==> config.mk <==
export PLATFORM = sky130hd
export DESIGN_NAME = snapshot_capture_ctrl
export DESIGN_NICKNAME = d
export VERILOG_FILES = /design/src/rtl/snapshot_capture_ctrl.sv
export SDC_FILE = /design/constraint.sdc
export NUM_CORES = 1
export LEC_CHECK = 0
export ABC_AREA = 0
export BUFFER_PORTS_ARGS = -buffer_cell sky130_fd_sc_hd__buf_2
export CAP_MARGIN = 30
export CORE_MARGIN = 2
export CORE_UTILIZATION = 49
export CTS_CLUSTER_SIZE = 30
export DETAILED_ROUTE_END_ITERATION = 7
export GPL_ROUTABILITY_DRIVEN = 1
export PLACE_DENSITY = 0.92
export SLEW_MARGIN = 10
export SYNTH_ARGS = -nofsm -noshare
export SYNTH_HDL_FRONTEND = slang
export SYNTH_SLANG_ARGS = --single-unit
export TNS_END_PERCENT = 50
==> constraint.sdc <==
create_clock -name user_clk -period 4.3 [get_ports user_clk]
set_clock_uncertainty 0.05 [all_clocks]
set_input_delay 0.215 -clock user_clk [delete_from_list [all_inputs] [get_ports user_clk]]
set_output_delay 0.215 -clock user_clk [all_outputs]
set_load 0.02 [all_outputs]
==> src/rtl/snapshot_capture_ctrl.sv <==
// Snapshot capture sequencer: arm, wait for trigger, fill the BRAM once.
// Reports done/armed/capturing and the word count through status_out.
module snapshot_capture_ctrl #(
    parameter int ADDR_W = 10,
    parameter int DATA_W = 32
) (
    input  logic              user_clk,
    input  logic              user_rst_n,
    input  logic [31:0]       ctrl_in,
    input  logic [DATA_W-1:0] din,
    input  logic              din_valid,
    input  logic              trig,
    input  logic              stop,
    output logic [ADDR_W-1:0] bram_addr,
    output logic [DATA_W-1:0] bram_data,
    output logic              bram_we,
    output logic [31:0]       status_out
);

    typedef enum logic [1:0] {
        IDLE    = 2'd0,
        ARMED   = 2'd1,
        CAPTURE = 2'd2,
        DONE    = 2'd3
    } state_t;

    localparam logic [ADDR_W:0] FULL = {1'b1, {ADDR_W{1'b0}}};

    state_t          state;
    state_t          state_nxt;
    logic [ADDR_W:0] count;
    logic [ADDR_W:0] count_nxt;
    logic            we_nxt;
    logic            ctrl0_q;
    logic            arm_block;
    logic            arm_edge;
    logic            trig_hit;
    logic [31:0]     status_nxt;
    logic            unused_ctrl;

    // Arm level held across reset is blocked until software drops it.
    assign arm_edge    = ctrl_in[0] & ~ctrl0_q & ~arm_block;
    assign trig_hit    = trig | ctrl_in[1];
    assign unused_ctrl = ^ctrl_in[31:2];

    // Next-state, next word count and write decision for this cycle.
    always_comb begin
        state_nxt = state;
        count_nxt = count;
        we_nxt    = 1'b0;
        unique case (state)
            IDLE: begin
                if (arm_edge) begin
                    state_nxt = ARMED;
                    count_nxt = '0;
                end
            end
            ARMED: begin
                if (arm_edge) begin
                    count_nxt = '0;
                end else if (trig_hit) begin
                    state_nxt = CAPTURE;
                    if (din_valid) begin
                        we_nxt    = 1'b1;
                        count_nxt = count + 1'b1;
                    end
                end
            end
            CAPTURE: begin
                if (arm_edge) begin
                    state_nxt = ARMED;
                    count_nxt = '0;
                end else begin
                    if (din_valid) begin
                        we_nxt    = 1'b1;
                        count_nxt = count + 1'b1;
                    end
                    if (count_nxt == FULL || stop) begin
                        state_nxt = DONE;
                    end
                end
            end
            DONE: begin
                if (arm_edge) begin
                    state_nxt = ARMED;
                    count_nxt = '0;
                end
            end
            default: begin
                state_nxt = IDLE;
                count_nxt = '0;
            end
        endcase
    end

    // Status word built from next-state values so it lines up with bram_we.
    always_comb begin
        status_nxt             = '0;
        status_nxt[ADDR_W:0]   = count_nxt;
        status_nxt[31]         = (state_nxt == DONE);
        status_nxt[30]         = (state_nxt == ARMED);
        status_nxt[29]         = (state_nxt == CAPTURE);
    end

    // State, count, edge detect, registered write port and status.
    always_ff @(posedge user_clk) begin
        if (!user_rst_n) begin
            state      <= IDLE;
            count      <= '0;
            ctrl0_q    <= 1'b0;
            arm_block  <= ctrl_in[0];
            bram_we    <= 1'b0;
            bram_addr  <= '0;
            bram_data  <= '0;
            status_out <= '0;
        end else begin
            state      <= state_nxt;
            count      <= count_nxt;
            ctrl0_q    <= ctrl_in[0];
            if (!ctrl_in[0]) begin
                arm_block <= 1'b0;
            end
            bram_we    <= we_nxt;
            if (we_nxt) begin
                bram_addr <= count[ADDR_W-1:0];
                bram_data <= din;
            end
            status_out <= status_nxt;
        end
    end

endmodule

# Word-level counts from Yosys, hierarchy flattened
# Index checks and enable logic that the tools add are counted.
[word_totals]
ff_bits = 90
[classes]
n_addsub = 1
eq_ne = 8
n_mux = 21
bitwise_logic = 5
reduce_logical = 3
[ops]
columns = ["operator", "n"]
rows = [
  ["$mux 11", 7],
  ["$pmux 11 s3", 1],
  ["$add 11x1->11 const B", 1],
  ["$eq 11x11->1 const B", 1],
  ["$mux 2", 5],
  ["$eq 2x2->1 const B", 4],
  ["$mux 1", 6],
  ["$pmux 2 s3", 1],
  ["$eq 2x1->1 const B", 2],
  ["$and 1x1->1", 2],
  ["$logic_not 2->1", 1],
  ["$ne 2x2->1 const B", 1],
  ["$not 1->1", 2],
  ["$pmux 1 s2", 1],
  ["$reduce_or 2->1", 1],
  ["$logic_or 1x1->1", 1],
  ["$or 1x1->1", 1],
]

# Longest topological paths before layout
# Gate-level depths: netlist of the first run.
[depth]
word_depth = 11
ltp_mapped = 10

# Worst setup path before layout of the first run
# No wires, ideal clock.
[synth_path]
kind = "register to register"
start = "register status_out[0] (netlist name)"
end = "register state[1]"
setup_time_ps = 116
arrival_ps = 1742
required_time_ps = 4134
slack_ps = 2392
stages_incl_launch_ff = 7
path_buffers = 0
synth_period_minus_slack_ps = 1908
path_cell_list = "dfxtp_1 ha_1 nand4_2 nor4_4 xnor2_1 a41o_1 and2_2"
[synth_rtl]
columns = ["item", "line", "source"]
rows = [
  ["end signal: assignment", "117", "state <= state_nxt;"],
  ["end: declaration", "29", "state_t state;"],
]

# Worst setup path in the final report of the first run
[layout_path]
start = "register state[0]"
end = "register bram_data[29]"
[layout_between]
elab_chain_cells = 2
word_cells_on_any_way = 3
classes_between = "2 x eq/ne; 1 x mux"
[layout_rtl]
columns = ["item", "line", "source"]
rows = [
  ["$eq 2x2->1 or $eq 2x1->1 (tied branches)", "51", "unique case (state)"],
  ["$pmux 1 s2 (*)", "51", ""],
  ["end signal: assignment", "126", "bram_data <= din;"],
  ["end: declaration", "15", "output logic [DATA_W-1:0] bram_data,"],
]
# Every way passes the cells marked *; elsewhere a longest branch is shown, timed or not.
# A chain may end at the register's enable or synchronous reset.

==> impl_metrics.env, run 1 <==
export IMPL_status="complete, no violations"
export IMPL_setup_viol=0
export IMPL_clk_latency_ps=340
export IMPL_ys_types=60
export IMPL_synth_compound_area_frac=0.1736
export IMPL_post_dp_cell_area_um2=3271
export IMPL_period_share=0.5234
export IMPL_p_int_mw=0.9561
export IMPL_nNetsFinal=520
export IMPL_sequentialPowerShare=0.455
export IMPL_holdWs_ps=53.66
export IMPL_worst_pin_slew_ps=523.4
export IMPL_final_cell_mix="98 x nand2_1, 95 x buf_2, 60 x dfxtp_1"
export IMPL_multi_input_area_um2=1418
export IMPL_critPathCaptureType="flip-flop"
export IMPL_post_cts_buffers=0
export IMPL_worstSetupStartpointType="flip-flop"
export IMPL_cts_root_buf="clkbuf_8"
export IMPL_p_switching_mw=0.3162
export IMPL_gp_congestion=0.8373
export IMPL_final_max_slew_violation_count=0
export IMPL_start_util=0.4983
export IMPL_antenna_found_initial=0
export IMPL_rsz0062_at_grt="false"
export IMPL_final_hold_viol_count=0
export IMPL_syn_to_final_growth_pct=20.60
export IMPL_drive_gt1_frac=0.2876
export IMPL_combinationalPowerShare=0.100
export IMPL_post_place_cells=511
export IMPL_cts_buffers=9
export IMPL_synth_adder_area_share=0.01727
export IMPL_routed_wl_um=7017
export IMPL_synth_cells=363
export IMPL_cts_hold_buf=0
export IMPL_synth_edf_count=1
export IMPL_worstSetupPathType="flip-flop to flip-flop"
export IMPL_drt_iter0_drc=274
export IMPL_final_seq_area_um2=1231
export IMPL_yosysSeqAreaShare=0.4249
export IMPL_power_mw=1.272
export IMPL_maxSlewHeadroom=0.6495
export IMPL_ys_warn_count=0
export IMPL_sw_frac_of_total=0.2485
export IMPL_worst_ep_required_time_ps=4460
export IMPL_final_common_cell="nand2_1"
export IMPL_power_density_nw_per_um2=364.1
export IMPL_vias=2787
export IMPL_min_period_ps=2251
export IMPL_syn_area_per_cell_um2=7.983
export IMPL_cts_tree="built"
export IMPL_h_tree_depth=3
export IMPL_first_pass_iters=4
export IMPL_cts_path_max_buffers=2
export IMPL_core_area_um2=5816
export IMPL_clkTransAtPathRegs_ps=70
export IMPL_async_flop_share=0
export IMPL_clkPwrFrac=0.446
export IMPL_synth_area_leaders="dfxtp_1 41%, nand2_1 13%, a21oi_1 10%, buf_4 5.4%, buf_6 1.9%"
export IMPL_leakage_nw=1.494
export IMPL_cap_violations=0
export IMPL_ctsResizeCount=0
export IMPL_io_pins=144
export IMPL_grtUsageTotal=0.2101
export IMPL_ir_worst_vdd_mv=0.2124
export IMPL_antenna_left=0
export IMPL_post_dp_hpwl_um=4840
export IMPL_worst_path_max_fanout=43
export IMPL_synth_xor_area_frac=0.01209
export IMPL_yosys_area_top_type="dfxtp_1"
export IMPL_die_y_um=80.90
export IMPL_ys_seq_elements=61
export IMPL_fin_util=0.6009
export IMPL_fillers=503
export IMPL_cp_arrival_ps=2410
export IMPL_wire_per_inst_um=13.31
export IMPL_grt_pass1_vias=2477
export IMPL_cts_sinks=61
export IMPL_min_path_type="input pin to flip-flop"
export IMPL_yosys_area_share_simple=0.2522
export IMPL_dp_slack_ps=2064
export IMPL_muxShareOfSynthArea=0.01079
export IMPL_overflow=0
export IMPL_fmaxAchievable_mhz=444.3
export IMPL_synth_top_family_by_area="simple AND/OR/NAND/NOR gates"
export IMPL_synth_top_cell_area_share=0.4145
export IMPL_setup_tns_ps=0
export IMPL_fin_ws_ps=2049
export IMPL_rows=28
export IMPL_port_buffers=95
export IMPL_drc=0
export IMPL_grt_max_degree=44
export IMPL_syn_area_um2=2898
export IMPL_grt_pass1_wl_um=10620
export IMPL_dieArea_um2=6545
export IMPL_dieWidth_um=80.90
export IMPL_antenna_cells=0
export IMPL_via_per_inst=5.288
export IMPL_finalInstanceArea_um2=3495
export IMPL_fin_cells=527
export IMPL_ys_flop_type="dfxtp_1"
-- cells by family (layout without fill, tap and decap cells) --
| kind of cell | after synthesis | in the layout |
|---|---|---|
| flip-flops | 61 | 61 |
| adder cells (fa/ha/maj) | 4 | 4 |
| other | 1 | 18 |
| AO/OA/AOI/OAI | 88 | 88 |
| XOR/XNOR | 4 | 4 |
| buffers and inverters | 50 | 122 |
| multiplexers | 3 | 3 |
| AND/OR/NAND/NOR | 152 | 152 |
-- worst max-delay path, stage by stage, from the launching register on --
cell and delay, ps:
dfxtp_1 440, inv_1 70, ha_1 470, or4b_1 590, buf_4 280, nand2_1 140, a21oi_1 80
-- sequential cells by signal (all words and copies together) (netlist names) --
signal and count:
bram_data 32, state 2, arm_block 1, status_out 14, ctrl0_q 1, bram_addr 10
bram_we 1
-- power groups by stage --
stage	registers (mW)	clock network [mW]	logic, mW
2_1_floorplan	0.595	0	0.0960
3_3_place_gp	0.591	0	0.119
3_5_place_dp	0.591	0	0.124
4_1_cts	0.578	0.577	0.125
5_1_grt	0.579	0.600	0.137
6_report	0.578	0.567	0.127
-- layer usage --
metal,wire [um],track usage
met1,2862,0.2278
met2,3333,0.3628
met3,641,0.05889
met4,180,0.1271
met5,0,0
-- path summary, 6_finish.rpt --
check | endpoint | startpoint | slack [ps] | cells past startpoint
min reg2reg | bram_addr[4]$_SDFFE_PN0P_ | bram_addr[4]$_SDFFE_PN0P_ | 400 | 2
max | bram_data[29]$_SDFFE_PN0P_ | state[0]$_SDFF_PN0_ | 2050 | 6
min | bram_data[17]$_SDFFE_PN0P_ | din[17] | 50 | 3
max reg2reg | bram_data[29]$_SDFFE_PN0P_ | state[0]$_SDFF_PN0_ | 2050 | 6
-- cells in the mapped netlist, types with 2 or more instances --
cell type,count
inv_1,7
a21oi_1,59
nand3_1,2
mux2i_1,2
a2111oi_0,2
buf_2,7
or3_1,2
nor2_1,15
dfxtp_1,60
clkbuf_1,9
nor4_1,3
and2_1,2
o21ai_0,11
nor3_1,5
nand4_1,4
ha_1,4
buf_4,21
buf_6,5
xnor2_1,3
or2_2,2
nand2_1,98
or3b_2,2
-- layout make-up --
cell class,count,area share
multi-input cells,269,0.4057
flip-flops and latches,61,0.3523
repair buffers,98,0.1425
clock buffers,10,0.03938
well taps,75,0.02685
clock inverters,6,0.02470
inverters,8,0.008593
(Power assumes the default switching activity.)
==> inputs of run 2 (changes only) <==
ABC_AREA = 1   (was 0)
CORE_UTILIZATION = 46   (was 49)
PLACE_DENSITY = 0.87   (was 0.92)
clock period = 2.1 ns   (was 4.3 ns; I/O delays follow)
==> impl_metrics.env, run 2 <==
export IMPL_status="complete, no violations"
export IMPL_antenna_found_initial=0
export IMPL_worstSetupPathType="flip-flop to flip-flop"
export IMPL_h_tree_depth=3
export IMPL_drt_iter0_drc=166
export IMPL_final_cell_mix="95 x buf_2, 78 x nor2_1, 63 x nand2_1"
export IMPL_clkTransAtPathRegs_ps=70
export IMPL_antenna_cells=0
export IMPL_worst_ep_required_time_ps=2270
export IMPL_dieArea_um2=6987
export IMPL_cap_violations=0
export IMPL_min_period_ps=1912
export IMPL_async_flop_share=0
export IMPL_critPathCaptureType="flip-flop"
export IMPL_vias=3182
export IMPL_yosysMostFrequentCell="nor2_1"
export IMPL_synth_top_cell_area_share=0.4122
export IMPL_rsz0062_at_grt="false"
export IMPL_post_place_cells=566
export IMPL_post_cts_buffers=0
export IMPL_setup_viol=0
export IMPL_dr_wl_met3_um=690
export IMPL_largest_register="bram_data"
export IMPL_ys_seq_elements=61
export IMPL_clk_latency_ps=330
export IMPL_m1WireLength_um=3520
export IMPL_cts_buffers=9
export IMPL_synth_common_cells="78 x nor2_1, 63 x nand2_1, 60 x dfxtp_1"
export IMPL_cts_root_buf="clkbuf_8"
export IMPL_core_area_um2=6026
export IMPL_syn_area_um2=2914
export IMPL_route_met2_wl_um=4253
export IMPL_yosys_area_top_type="dfxtp_1"
export IMPL_period_share=0.9103
export IMPL_via_per_inst=5.191
export IMPL_yosysSeqAreaShare=0.4225
export IMPL_start_util=0.4836
export IMPL_antenna_left=0
export IMPL_worst_path_max_fanout=33
export IMPL_routed_wl_um=8563
export IMPL_wire_per_inst_um=13.97
export IMPL_synth_edf_count=1
export IMPL_reg_top3="bram_data: 32 flops, status_out: 14 flops, bram_addr: 10 flops"
export IMPL_cts_path_max_buffers=2
export IMPL_ir_worst_vdd_mv=0.6750
export IMPL_syn_area_per_cell_um2=7.195
export IMPL_grt_pass1_vias=2957
export IMPL_gp_congestion=0.9140
export IMPL_die_y_um=83.59
export IMPL_overflow=0
export IMPL_drc=0
export IMPL_ys_warn_count=0
export IMPL_rows=28
export IMPL_ys_types=33
export IMPL_synth_area_leaders="dfxtp_1 41%, nor2_1 10%, nand2_1 8.1%, o21ai_0 6.7%, buf_4 4.9%"
export IMPL_port_buffers=95
export IMPL_fmaxAchievable_mhz=523.1
export IMPL_grt_max_degree=48
export IMPL_top_layer="met4"
export IMPL_dieWidth_um=83.59
export IMPL_final_hold_viol_count=0
export IMPL_worstSetupStartpointType="flip-flop"
export IMPL_power_density_nw_per_um2=1048
export IMPL_synth_cells=405
export IMPL_syn_to_final_growth_pct=37.83
export IMPL_io_pins=144
export IMPL_grtUsageTotal=0.2437
export IMPL_fillers=476
export IMPL_cp_arrival_ps=2080
export IMPL_drive_gt1_frac=0.2751
export IMPL_cts_sinks=61
export IMPL_ys_flop_type="dfxtp_1"
export IMPL_nNetsFinal=606
export IMPL_leakage_nw=1.965
export IMPL_final_common_cell="buf_2"
export IMPL_cts_tree="built"
export IMPL_min_path_type="input pin to flip-flop"
export IMPL_first_pass_iters=4
export IMPL_fin_cells=613
export IMPL_grt_pass1_wl_um=14100
export IMPL_setup_tns_ps=0
export IMPL_final_max_slew_violation_count=0
export IMPL_post_dp_hpwl_um=5270
export IMPL_largest_register_ffs=32
-- run 2: metrics by stage --
stage	area (um2)	power (mW)	setup slack [ps]	util	hold slack (ps)
6_report	4016	4.207	188.4	0.6665	19.27
5_1_grt	4016	4.461	19.41	0.6665	28.69
4_1_cts	4015	4.200	176.3	0.6663	9.209
3_5_place_dp	3441	2.799	197.6	0.5710	300.9
3_3_place_gp	3441	2.766	233.4	0.5710	274.8
2_1_floorplan	2978	2.375	270.2	-	174.3
-- run 2: report_power, final --
group	switching (mW)	internal, mW	leakage (nW)	total [mW]
Clock	0.478	0.867	0.128	1.34
Combinational	0.908	0.500	1.34	1.41
Sequential	0.122	1.33	0.497	1.45
Total	1.51	2.70	1.96	4.21
-- run 2: area by class of cell --
cell class,instances,area (um2),share of cell area
Tap cell,75,93.84,0.02336
Clock inverter,6,115.1,0.02866
Inverter,35,131.4,0.03271
Multi-Input combinational cell,290,1396,0.3477
Sequential cell,61,1232,0.3069
Timing Repair Buffer,136,898.4,0.2237
Clock buffer,10,148.9,0.03707
-- run 2: critical path: stages, from the launching register on --
cell	delay, ps
dfxtp_1	380
inv_1	80
ha_1	350
clkinv_1	230
nand3_1	160
inv_2	50
nand2_4	70
inv_2	60
buf_12	160
nor2_1	140
nor2_1	80
-- run 2: repair_timing --
item,in CTS,in global routing
endpoints found under the hold margin,31,0
endpoints found under the setup margin,0,1
gates resized for setup,0,1
hold buffers,31,0
-- run 2: final timing paths --
check,start,endpoint,slack [ps],depth (start not counted)
max,state[0]$_SDFF_PN0_,bram_data[19]$_SDFFE_PN0P_,190,10
min reg2reg,bram_data[7]$_SDFFE_PN0P_,bram_data[7]$_SDFFE_PN0P_,430,2
min,din[23],bram_data[23]$_SDFFE_PN0P_,20,3
max reg2reg,state[0]$_SDFF_PN0_,bram_data[19]$_SDFFE_PN0P_,190,10
-- run 2: logic make-up (layout without fill, tap and decap cells) --
group / count (synthesis) / count (layout) / synth area share
adders and majority gates: 4 / 4 / 0.01718
DFF: 61 / 61 / 0.4225
and+or+nand+nor: 175 / 175 / 0.2636
buffers and inverters: 71 / 187 / 0.1202
other: 1 / 18 / 0.001287
AOI/OAI and AO/OA: 92 / 92 / 0.1722
xor gates and xnor gates: 1 / 1 / 0.003006
-- run 2: metal layers --
metal | up-vias | track usage
li1 | 1530 | -
met2 | 170 | 0.4182
met1 | 1471 | 0.3014
met5 | - | 0
met4 | 0 | 0.06745
met3 | 11 | 0.06429
==> inputs of run 3 (changes only) <==
BUFFER_PORTS_ARGS = -buffer_cell sky130_fd_sc_hd__clkbuf_2   (was -buffer_cell sky130_fd_sc_hd__buf_2)
==> impl_metrics.env, run 3 (synthesis results as in run 2) <==
export IMPL_period_share=0.9150
export IMPL_gp_congestion=0.8748
export IMPL_die_y_um=83.59
export IMPL_cts_sinks=61
export IMPL_cts_root_buf="clkbuf_8"
export IMPL_grt_pass1_wl_um=13980
export IMPL_cts_path_max_buffers=2
export IMPL_final_hold_viol_count=1
export IMPL_hold_start="din[3]"
export IMPL_drc=0
export IMPL_core_area_um2=6026
export IMPL_overflow=0
export IMPL_fmaxAchievable_mhz=520.4
export IMPL_h_tree_depth=3
export IMPL_cp_arrival_ps=2080
export IMPL_violations="hold timing"
export IMPL_dieWidth_um=83.59
export IMPL_wire_per_inst_um=14.12
export IMPL_routed_wl_um=8598
export IMPL_port_buffers=95
export IMPL_drt_iter0_drc=149
export IMPL_clkPwrFrac=0.288
export IMPL_io_pins=144
export IMPL_combinationalPowerShare=0.351
export IMPL_ctsResizeCount=0
export IMPL_startpoint="state[0]$_SDFF_PN0_"
export IMPL_first_pass_iters=5
export IMPL_power_mw=4.037
export IMPL_syn_to_final_growth_pct=34.82
export IMPL_cap_violations=0
export IMPL_vias=3112
export IMPL_via_per_inst=5.110
export IMPL_setup_viol=0
export IMPL_reg2regPathDepth=10
export IMPL_final_max_slew_violation_count=0
export IMPL_dieArea_um2=6987
export IMPL_holdPathStages=3
export IMPL_rsz0062_at_grt="false"
export IMPL_post_dp_cell_area_um2=3456
export IMPL_antenna_left=0
export IMPL_grt_max_degree=48
export IMPL_min_path_type="input pin to flip-flop"
export IMPL_antenna_cells=0
export IMPL_status="finished with violations"
export IMPL_final_common_cell="clkbuf_2"
export IMPL_leakage_nw=1.888
export IMPL_sequentialPowerShare=0.361
export IMPL_worstSetupPathType="flip-flop to flip-flop"
export IMPL_ir_worst_vdd_mv=0.6160
export IMPL_rows=28
export IMPL_worst_path_max_fanout=33
export IMPL_reg_top3="bram_data: 32 flops, status_out: 14 flops, bram_addr: 10 flops"
export IMPL_grt_pass1_vias=2921
export IMPL_cts_buffers=9
export IMPL_post_dp_hpwl_um=5308
export IMPL_holdWs_ps=-7.418
export IMPL_largest_register="bram_data"
export IMPL_cts_tree="built"
export IMPL_p_int_mw=2.506
export IMPL_antenna_found_initial=0
export IMPL_largest_register_ffs=32
export IMPL_finalInstanceArea_um2=3929
export IMPL_grtUsageTotal=0.2436
export IMPL_drive_gt1_frac=0.2790
export IMPL_worst_ep_required_time_ps=2260
export IMPL_timing_rr_start="state[0]$_SDFF_PN0_"
export IMPL_power_density_nw_per_um2=1028
export IMPL_final_cell_mix="95 x clkbuf_2, 78 x nor2_1, 63 x nand2_1"
export IMPL_min_period_ps=1922
export IMPL_nNetsFinal=602
export IMPL_clk_latency_ps=330
export IMPL_p_switching_mw=1.531
export IMPL_critPathCaptureType="flip-flop"
export IMPL_start_util=0.4836
export IMPL_clkTransAtPathRegs_ps=70
export IMPL_sw_frac_of_total=0.3793
export IMPL_setup_tns_ps=0
export IMPL_worstSetupStartpointType="flip-flop"
==> run 3: changes by cell type in the layout (fill, tap and decap cells not counted) <==
cell / before / now
buf_2: 95 / 0
clkbuf_2: 0 / 95
dlygate4sd3_1: 31 / 25
buf_4: 7 / 9
bufinv_16: 3 / 2
clkbuf_16: 1 / 0
clkinv_2: 0 / 1
clkinv_4: 1 / 2
dfxtp_1: 59 / 60
dfxtp_2: 1 / 0
==> run 3: cell type report <==
class,instances,area [um2]
well taps,75,93.84
flip-flops and latches,61,1231
clock buffers,9,123.9
fillers,485,2097
clock inverters,7,98.84
repair buffers,132,853.3
inverters,35,131.4
multi-input cells,290,1396
==> run 3: power groups by stage <==
stage | combinational (mW) | clock, mW | sequential, mW
global route | 1.54 | 1.24 | 1.48
detailed placement | 1.34 | 0 | 1.47
finish | 1.42 | 1.16 | 1.46
global placement | 1.31 | 0 | 1.47
CTS | 1.38 | 1.18 | 1.45
floorplan | 0.731 | 0 | 1.64
==> run 3: routing by layer <==
metal  vias to the layer above  global-route usage  wire [um]
met2                       140              0.4095       4155
met5                         -                   0          0
met1                      1429              0.3028       3681
met4                         0             0.08798        136
met3                        15             0.05935        624
li1                       1528                   -          -
==> run 3: through the flow <==
step	cells	utilization	hold slack, ps	worst slack, ps
6_report	609	0.6520	-7.418	178.5
5_1_grt	609	0.6520	12.23	5.949
4_1_cts	609	0.6520	3.022	209.1
3_5_place_dp	568	0.5735	285.4	218.7
3_3_place_gp	568	0.5735	278.3	257.9
2_1_floorplan	422	-	174.3	270.2
==> run 3: worst paths after layout <==
path | end | slack, ps
worst min-delay path | bram_data[3]$_SDFFE_PN0P_ | -7
worst max register to register | bram_data[29]$_SDFFE_PN0P_ | 180
worst min register to register | bram_data[25]$_SDFFE_PN0P_ | 440
worst max-delay path | bram_data[29]$_SDFFE_PN0P_ | 180
==> run 3: worst max-delay path, cell delays in order (launching register included) <==
cell      delay (ps)
dfxtp_1          400
inv_1             80
ha_1             360
clkinv_1         100
nand3_1          100
inv_2             50
nand2_4          170
inv_2            100
buf_12           180
nor2_1           120
nor2_1            80
==> run 3: timing repair <==
action,in CTS,in global routing
setup buffers,0,0
hold buffers,25,0
endpoints found under the hold margin,26,0
